File: src/rtl/alu_op_sequencer.sv
// ALU front-end sequencer: decodes RV32I OP/OP-IMM/BRANCH instructions,
// drives the ALU for one cycle, and returns the registered result.
module alu_op_sequencer #(
    parameter int CNT_W = 16
) (
    input  logic             clk,
    input  logic             rst,
    input  logic             in_valid,
    output logic             in_ready,
    input  logic [31:0]      instr,
    input  logic [31:0]      rs1_val,
    input  logic [31:0]      rs2_val,
    output logic [31:0]      alu_a,
    output logic [31:0]      alu_b,
    output logic [3:0]       alu_opcode,
    input  logic [31:0]      alu_result,
    input  logic             alu_z,
    input  logic             alu_of,
    input  logic             alu_sign,
    output logic             out_valid,
    input  logic             out_ready,
    output logic [31:0]      result,
    output logic             flag_z,
    output logic             flag_of,
    output logic             flag_n,
    output logic             branch_taken,
    output logic             illegal,
    output logic [CNT_W-1:0] op_count
);

    typedef enum logic [1:0] {IDLE, EXEC, RESP} state_t;

    localparam logic [3:0] OP_ADD  = 4'b0000;
    localparam logic [3:0] OP_SUB  = 4'b0001;
    localparam logic [3:0] OP_AND  = 4'b0010;
    localparam logic [3:0] OP_OR   = 4'b0011;
    localparam logic [3:0] OP_XOR  = 4'b0100;
    localparam logic [3:0] OP_SLL  = 4'b0101;
    localparam logic [3:0] OP_SRL  = 4'b0110;
    localparam logic [3:0] OP_SRA  = 4'b0111;
    localparam logic [3:0] OP_SLT  = 4'b1000;
    localparam logic [3:0] OP_SLTU = 4'b1001;

    localparam logic [6:0] OPC_OP     = 7'b0110011;
    localparam logic [6:0] OPC_OPIMM  = 7'b0010011;
    localparam logic [6:0] OPC_BRANCH = 7'b1100011;
    localparam logic [6:0] F7_ZERO    = 7'b0000000;
    localparam logic [6:0] F7_ALT     = 7'b0100000;

    state_t state_q, state_d;

    logic [31:0] a_q, b_q;
    logic [3:0]  op_q;
    logic        br_q;
    logic [2:0]  f3_q;

    logic [6:0]  opc;
    logic [2:0]  f3;
    logic [6:0]  f7;
    logic [31:0] imm_i;
    logic [31:0] shamt;
    logic [3:0]  dec_op;
    logic [31:0] dec_b;
    logic        dec_br;
    logic        dec_ill;
    logic        accept;
    logic        done;
    logic        cond;
    logic        unused_bits;

    assign opc   = instr[6:0];
    assign f3    = instr[14:12];
    assign f7    = instr[31:25];
    assign imm_i = {{20{instr[31]}}, instr[31:20]};
    assign shamt = {27'b0, instr[24:20]};
    assign unused_bits = ^{instr[11:7], instr[19:15]};

    always_comb begin
        dec_op  = OP_ADD;
        dec_b   = rs2_val;
        dec_br  = 1'b0;
        dec_ill = 1'b1;
        unique case (1'b1)
            (opc == OPC_OP): begin
                if (f7 == F7_ZERO) begin
                    dec_ill = 1'b0;
                    case (f3)
                        3'b000:  dec_op = OP_ADD;
                        3'b001:  dec_op = OP_SLL;
                        3'b010:  dec_op = OP_SLT;
                        3'b011:  dec_op = OP_SLTU;
                        3'b100:  dec_op = OP_XOR;
                        3'b101:  dec_op = OP_SRL;
                        3'b110:  dec_op = OP_OR;
                        default: dec_op = OP_AND;
                    endcase
                end else if (f7 == F7_ALT) begin
                    if (f3 == 3'b000) begin
                        dec_op  = OP_SUB;
                        dec_ill = 1'b0;
                    end else if (f3 == 3'b101) begin
                        dec_op  = OP_SRA;
                        dec_ill = 1'b0;
                    end
                end
            end
            (opc == OPC_OPIMM): begin
                dec_b   = imm_i;
                dec_ill = 1'b0;
                case (f3)
                    3'b000: dec_op = OP_ADD;
                    3'b010: dec_op = OP_SLT;
                    3'b011: dec_op = OP_SLTU;
                    3'b100: dec_op = OP_XOR;
                    3'b110: dec_op = OP_OR;
                    3'b111: dec_op = OP_AND;
                    3'b001: begin
                        dec_b   = shamt;
                        dec_op  = OP_SLL;
                        dec_ill = (f7 != F7_ZERO);
                    end
                    default: begin
                        dec_b   = shamt;
                        dec_op  = (f7 == F7_ALT) ? OP_SRA : OP_SRL;
                        dec_ill = (f7 != F7_ZERO) && (f7 != F7_ALT);
                    end
                endcase
            end
            (opc == OPC_BRANCH): begin
                dec_br  = 1'b1;
                dec_ill = 1'b0;
                case (f3)
                    3'b000, 3'b001: dec_op = OP_SUB;
                    3'b100, 3'b101: dec_op = OP_SLT;
                    3'b110, 3'b111: dec_op = OP_SLTU;
                    default:        dec_ill = 1'b1;
                endcase
            end
            default: dec_ill = 1'b1;
        endcase
    end

    assign accept = (state_q == IDLE) && in_valid;
    assign done   = (state_q == RESP) && out_ready;

    // funct3[2] picks compare-bit vs zero flag; funct3[0] inverts the sense
    assign cond = (f3_q[2] ? alu_result[0] : alu_z) ^ f3_q[0];

    always_comb begin
        state_d    = state_q;
        in_ready   = 1'b0;
        out_valid  = 1'b0;
        alu_a      = 32'b0;
        alu_b      = 32'b0;
        alu_opcode = 4'b0;
        case (state_q)
            IDLE: begin
                in_ready = 1'b1;
                if (in_valid)
                    state_d = dec_ill ? RESP : EXEC;
            end
            EXEC: begin
                alu_a      = a_q;
                alu_b      = b_q;
                alu_opcode = op_q;
                state_d    = RESP;
            end
            RESP: begin
                out_valid = 1'b1;
                if (out_ready)
                    state_d = IDLE;
            end
            default: state_d = IDLE;
        endcase
    end

    always_ff @(posedge clk or posedge rst) begin
        if (rst)
            state_q <= IDLE;
        else
            state_q <= state_d;
    end

    always_ff @(posedge clk or posedge rst) begin
        if (rst) begin
            a_q          <= 32'b0;
            b_q          <= 32'b0;
            op_q         <= 4'b0;
            br_q         <= 1'b0;
            f3_q         <= 3'b0;
            result       <= 32'b0;
            flag_z       <= 1'b0;
            flag_of      <= 1'b0;
            flag_n       <= 1'b0;
            branch_taken <= 1'b0;
            illegal      <= 1'b0;
            op_count     <= '0;
        end else begin
            if (accept) begin
                a_q     <= rs1_val;
                b_q     <= dec_b;
                op_q    <= dec_op;
                br_q    <= dec_br;
                f3_q    <= f3;
                illegal <= dec_ill;
                if (dec_ill) begin
                    result       <= 32'b0;
                    flag_z       <= 1'b0;
                    flag_of      <= 1'b0;
                    flag_n       <= 1'b0;
                    branch_taken <= 1'b0;
                end
            end
            if (state_q == EXEC) begin
                result       <= br_q ? 32'b0 : alu_result;
                flag_z       <= alu_z;
                flag_of      <= alu_of;
                flag_n       <= alu_sign;
                branch_taken <= br_q & cond;
            end
            if (done)
                op_count <= op_count + CNT_W'(1);
        end
    end

endmodule

File: config.mk
export PLATFORM = sky130hd
export DESIGN_NAME = alu_op_sequencer
export DESIGN_NICKNAME = d
export VERILOG_FILES = /design/src/rtl/alu_op_sequencer.sv
export SDC_FILE = /design/constraint.sdc
export NUM_CORES = 1
export LEC_CHECK = 0
export CORE_MARGIN = 4
export CORE_UTILIZATION = 47
export CTS_CLUSTER_DIAMETER = 60
export DETAILED_ROUTE_END_ITERATION = 6
export PLACE_DENSITY = 0.87
export SYNTH_ARGS = -nofsm -noshare
export SYNTH_HDL_FRONTEND = slang
export SYNTH_SLANG_ARGS = --single-unit
export TNS_END_PERCENT = 5
File: constraint.sdc
create_clock -name clk -period 9.1 [get_ports clk]
set_input_delay 1.82 -clock clk [delete_from_list [all_inputs] [get_ports clk]]
set_output_delay 1.82 -clock clk [all_outputs]
set_load 0.02 [all_outputs]
==> flow_summary.yaml, run 1 <==
die:
  die_w_um: 122
  start_util_pct: 48.3
  die-area_mm2: 0.0150
  fp-row-count: 41
  pin_count: 258
  core_area_mm2: 0.0127
  fp.dieH_um: 122
route:
  vias: 5640
  final_antenna_net_count: 0
  drt_iter0_drc: 360
  wirelength_mm: 18.3
  avgRoutedWirePerCell_um: 16.9
  route.detailed.drc: 0
  firstDrtPassIters: 5
  via_per_inst: 5.19
layout:
  final_area_mm2: 0.00928
  layout.nets: 1043
  regArea_mm2: 0.00315
  multi_input_area_mm2: 0.00277
  drive_gt1_share_pct: 6.35
  area_growth_pct: 50.8
  num_antenna_cells: 0
  final_util_pct: 72.9
  fillers: 971
clock_network:
  postCtsHoldBufs: 0
  numCtsBuffers: 17
  cts_resized: 0
  clk_pin_slew_ns: 0.05
  insertion_delay_ns: 0.41
  tritoncts: "built"
  ctsHtreeMaxLevel: 4
  cts_setup_buffers: 0
  cts-root-buf: "clkbuf_16"
  numClockSinks: 126
  clock_path_buffers: 2
pwr:
  irDropWorstVdd_mv: 0.154
  power.leakage_nw: 4.01
  power.density_mw_per_mm2: 176
worst_setup_path:
  cp-endpoint: "alu_a[21]"
  worstPathMaxFanout: 37
  timing.rr.start: "state_q[1]"
  worstSetupPathType: "flop to output pin"
  end_kind: "output pin"
  cp-startpoint: "state_q[0]"
  crit_required_ns: 7.28
  reg2regPathDepth: 4
  rrSetupSlack_ns: 7.19
  critPathArrivalTime_ns: 2.74
  startpoint_type: "flop"
  r2r_end: "illegal"
sta:
  fin_setup_tns_ns: 0
  skew_ns: 0.00714
  holdWs_ns: 0.461
  finalCritPeriodShare_pct: 50.2
  setup_viol_count_final: 0
  max_freq_ghz: 0.219
  worst_pin_slew_ns: 1.07
  rsz0062_at_grt: "false"
  hold_viol: 0
  fin_crit_ns: 4.56
  relSlewSlack_pct: 28.1
  maxSlewViolCount: 0
grt:
  grt_first_pass_wirelength_mm: 28.6
  grt.overflow.total: 0
  grt_pass1_vias: 5751
  antenna_found_initial: 0
  grt_max_degree: 66
  grtUsageTotal_pct: 24.5
synthesis:
  synth.avg_cell_area_um2: 9.10
  synth.distinct_cells: 50
  synthFlopType: "dfrtp_1"
  synth_edf_count: 0
  synthesis.area_mm2: 0.00615
  syn_inst: 676
  ys_seq_area_share_pct: 51.3
  yosysWarnings: 0
  async_flop_share_pct: 100
  ys_ff_latch: 126
  syn-num-nets: 816
place:
  gp_congestion: 0.817
  placed_cell_area_mm2: 0.00869
  port_buffers: 247
  dp_hpwl_mm: 12.8
job:
  cap_violations: 0
status:
  run_status: "finished clean"
min_path:
  hold_class: "flop to flop"
-- routing by layer --
metal  track usage (%)  vias up  wire, um
met3              10.6       35      2130
met4              8.89        0       432
met1              28.3     2655      6950
met2              40.6      243      8800
li1                  -     2707         -
met5                 0        -         0
-- kinds of logic (layout without fill, tap and decap cells) --
logic type | count (synthesis) | in the layout | share of synthesized area (%)
buffers and inverters | 51 | 289 | 4.09
adders and majority gates | 5 | 5 | 1.02
and+or+nand+nor | 333 | 333 | 25.4
DFF | 126 | 126 | 51.3
muxes | 9 | 9 | 1.51
AOI/OAI and AO/OA | 135 | 135 | 14.3
xor gates and xnor gates | 17 | 17 | 2.42
-- worst max-delay path, cell delays in order (launching register included) --
cell	delay (ns)
dfrtp_1	0.42
nor2b_4	0.62
buf_4	0.45
and2_1	0.17
clkdlybuf4s50_1	0.65
-- per-stage QoR --
| stage | std cells | power, mW | setup slack [ns] |
|---|---|---|---|
| final | 1086 | 1.63 | 4.54 |
| after global routing | 1086 | 1.71 | 4.28 |
| after detailed placement | 1056 | 0.972 | 4.18 |
| after CTS | 1086 | 1.64 | 4.50 |
| after global placement | 1056 | 0.959 | 4.25 |
| after floorplan | 676 | 0.839 | 3.92 |
-- where the power goes --
part           switching (mW)  internal [mW]  leakage (nW)
logic                   0.136          0.131          2.13
clock network           0.232          0.435         0.288
registers              0.0516          0.643          1.59
total                   0.420           1.21          4.01
-- layout by cell type, fill, tap and decap left out, drive strengths merged, types with 3 or more instances in the layout --
cell type,n
clkdlybuf4s50,247
nand2,180
dfrtp,126
and2,71
o21ai,46
nor2,45
a22oi,35
a21oi,25
clkbuf,24
xnor2,12
buf,8
mux2i,7
a221oi,6
nor2b,6
and3,5
nand4,5
nand2b,5
xor2,5
a31oi,5
ha,5
nand3,4
nand3b,4
inv,4
o211ai,4
a211oi,3
clkinv,3
-- final cells by class --
cell class / instances / area share (%)
Inverter: 4 / 0.189
Multi-Input combinational cell: 499 / 29.9
Clock buffer: 24 / 5.41
Timing Repair Buffer: 255 / 27.3
Clock inverter: 6 / 0.890
Tap cell: 172 / 2.32
Sequential cell: 126 / 34.0
-- worst min-delay path by stage --
| stage | from | end | slack [ns] | cells past startpoint |
|---|---|---|---|---|
| final | a_q[13] | a_q[13] | 0.46 | 2 |
| after floorplan | a_q[0] | a_q[0] | 0.44 | 2 |
| after global placement | a_q[6] | a_q[6] | 0.45 | 2 |
| after global routing | a_q[4] | a_q[4] | 0.49 | 2 |
| after detailed placement | a_q[22] | a_q[22] | 0.45 | 2 |
| after CTS | a_q[4] | a_q[4] | 0.47 | 2 |
-- Yosys cell counts (6+ instances only) --
master / number / share of area (%)
dfrtp_1: 126 / 51
xnor2_1: 12 / 1.7
buf_6: 6 / 1.1
a22oi_1: 35 / 4.3
nor2_1: 44 / 2.7
nand2_1: 179 / 11
clkbuf_1: 27 / 1.6
a21oi_1: 24 / 2.0
buf_2: 6 / 0.49
o21ai_2: 8 / 1.1
a221oi_1: 6 / 0.85
nor2b_1: 6 / 0.61
mux2i_1: 7 / 1.1
and2_1: 71 / 7.2
o21ai_0: 36 / 2.9
-- sequential cells by signal, indices dropped and copies added, names as in the netlist, 2 cells and up --
name and flops:
state_q 2, op_count 16, op_q 4, f3_q 2, result 32, b_q 32, a_q 32
No activity file was read; power rests on OpenSTA's default activity.
==> run 2: changes to the inputs <==
--- a/config.mk
+++ b/config.mk
@@ -6,10 +6,10 @@
 export NUM_CORES = 1
 export LEC_CHECK = 0
 export CORE_MARGIN = 4
-export CORE_UTILIZATION = 47
+export CORE_UTILIZATION = 43
 export CTS_CLUSTER_DIAMETER = 60
 export DETAILED_ROUTE_END_ITERATION = 6
-export PLACE_DENSITY = 0.87
+export PLACE_DENSITY = 0.81
 export SYNTH_ARGS = -nofsm -noshare
 export SYNTH_HDL_FRONTEND = slang
 export SYNTH_SLANG_ARGS = --single-unit
==> constraint.sdc (replaced) <==
create_clock -name clk -period 4.55 [get_ports clk]
set_input_delay 0.91 -clock clk [delete_from_list [all_inputs] [get_ports clk]]
set_output_delay 0.91 -clock clk [all_outputs]
set_load 0.02 [all_outputs]
==> flow_summary.yaml, run 2 (synthesis results as in run 1) <==
sta:
  setup_ws_ns: 1.15
  hold_viol: 0
  maxSlewViolCount: 0
  fin_setup_tns_ns: 0
  setup_viol_count_final: 0
  worst_pin_slew_ns: 0.869
  relSlewSlack_pct: 42.1
  fin_crit_ns: 3.40
  max_freq_ghz: 0.294
  finalCritPeriodShare_pct: 74.7
  skew_ns: 0.00574
  rsz0062_at_grt: "false"
clock_network:
  ctsHtreeMaxLevel: 4
  tritoncts: "built"
  cts_setup_buffers: 0
  numClockSinks: 126
  postCtsHoldBufs: 0
  clock_path_buffers: 2
  cts_resized: 0
  cts-root-buf: "clkbuf_16"
  numCtsBuffers: 17
  clk_pin_slew_ns: 0.05
  insertion_delay_ns: 0.41
min_path:
  hold_class: "flop to flop"
worst_setup_path:
  crit_slowest_cell: "clkdlybuf4s50_1"
  startpoint_type: "flop"
  critPathArrivalTime_ns: 2.49
  worstPathMaxFanout: 47
  crit_path_cell_trace: "nor2b_4 > buf_12 > and2_1 > clkdlybuf4s50_1"
  slowest_delay_ns: 0.64
  worstSetupPathType: "flop to output pin"
  end_kind: "output pin"
  crit_required_ns: 3.64
pwr:
  clkPwrFrac_pct: 41.6
  irDropWorstVdd_mv: 0.237
  netSwitchingFraction_pct: 25.9
  power.leakage_nw: 4.03
  power.switching_mw: 0.851
  pwr-share-seq_pct: 42.1
  p_int_mw: 2.44
  share_comb_of_total_power_pct: 16.3
  power.density_mw_per_mm2: 351
grt:
  grtUsageTotal_pct: 22.1
  grt_pass1_vias: 5484
  grt_max_degree: 68
  antenna_found_initial: 0
  grt_first_pass_wirelength_mm: 28.6
  grt.overflow.total: 0
layout:
  layout.nets: 1047
  layout_commonest_cell: "clkdlybuf4s50_1"
  num_antenna_cells: 0
  layout_common_cells: "247 x clkdlybuf4s50_1, 178 x nand2_1, 126 x dfrtp_1"
  fillers: 1143
  drive_gt1_share_pct: 6.96
  reg_top3: "a_q (32), b_q (32), result (32)"
  area_growth_pct: 52.1
job:
  cap_violations: 0
route:
  vias: 5669
  wirelength_mm: 17.9
  firstDrtPassIters: 5
  final_antenna_net_count: 0
  via_per_inst: 5.15
  drt_iter0_drc: 266
  avgRoutedWirePerCell_um: 16.3
  route.detailed.drc: 0
place:
  port_buffers: 247
  dp_hpwl_mm: 12.6
  gp_congestion: 0.816
  pre_cts_ws_ns: 1.05
status:
  run_status: "finished clean"
die:
  core_area_mm2: 0.0139
  fp-row-count: 43
  pin_count: 258
  die_w_um: 128
  fp.dieH_um: 128
  die-area_mm2: 0.0163
  start_util_pct: 44.1
[run 2: routing by layer]
| layer | global-route usage, % | vias up | share of wire, % |
|---|---|---|---|
| met5 | 0 | - | 0 |
| met4 | 7.49 | 0 | 1.9 |
| met3 | 8.40 | 28 | 9.6 |
| met2 | 36.1 | 215 | 49 |
| met1 | 27.0 | 2703 | 40 |
| li1 | - | 2723 | - |
[run 2: path summary, 6_finish.rpt]
path | from | end | slack (ns) | cells past startpoint
worst min-delay path | a_q[27] | a_q[27] | 0.46 | 2
min in group asynchronous | rst | a_q[15] | 1.00 | 2
worst max register to register | state_q[1] | b_q[22] | 2.37 | 5
max in group asynchronous | rst | op_q[2] | 2.70 | 3
worst min register to register | a_q[27] | a_q[27] | 0.46 | 2
worst max-delay path | state_q[0] | alu_b[8] | 1.15 | 4
[run 2: metrics by stage]
stage | power (mW) | std cells | utilization, % | hold WS [ns] | instance area (um2)
2_1_floorplan | 1.68 | 676 | - | 0.437 | 6150
3_3_place_gp | 1.92 | 1068 | 62.8 | 0.448 | 8760
3_5_place_dp | 1.94 | 1068 | 62.8 | 0.454 | 8760
4_1_cts | 3.32 | 1100 | 67.1 | 0.468 | 9360
5_1_grt | 3.45 | 1100 | 67.1 | 0.475 | 9360
6_report | 3.29 | 1100 | 67.1 | 0.462 | 9360
[run 2: layout make-up]
type	count	area (um2)	share of cell area, %
Sequential cell	126	3150	33.7
Multi-Input combinational cell	499	2770	29.6
Timing Repair Buffer	259	2590	27.7
Clock buffer	21	460	4.92
Tap cell	180	225	2.41
Clock inverter	11	140	1.50
Inverter	4	17.5	0.187
[run 2: power groups by stage]
stage / Combinational [mW] / Clock [mW] / Sequential, mW
floorplan: 0.267 / 0 / 1.41
detailed placement: 0.539 / 0 / 1.40
global placement: 0.527 / 0 / 1.39
global route: 0.594 / 1.44 / 1.41
finish: 0.536 / 1.37 / 1.38
CTS: 0.543 / 1.39 / 1.38
[run 2: critical path: cells and delay by family (launching register included)]
kind                   cells  cell delay (ns)
DFF                        1             0.44
and+or+nand+nor            2             0.70
buffers and inverters      2             0.92
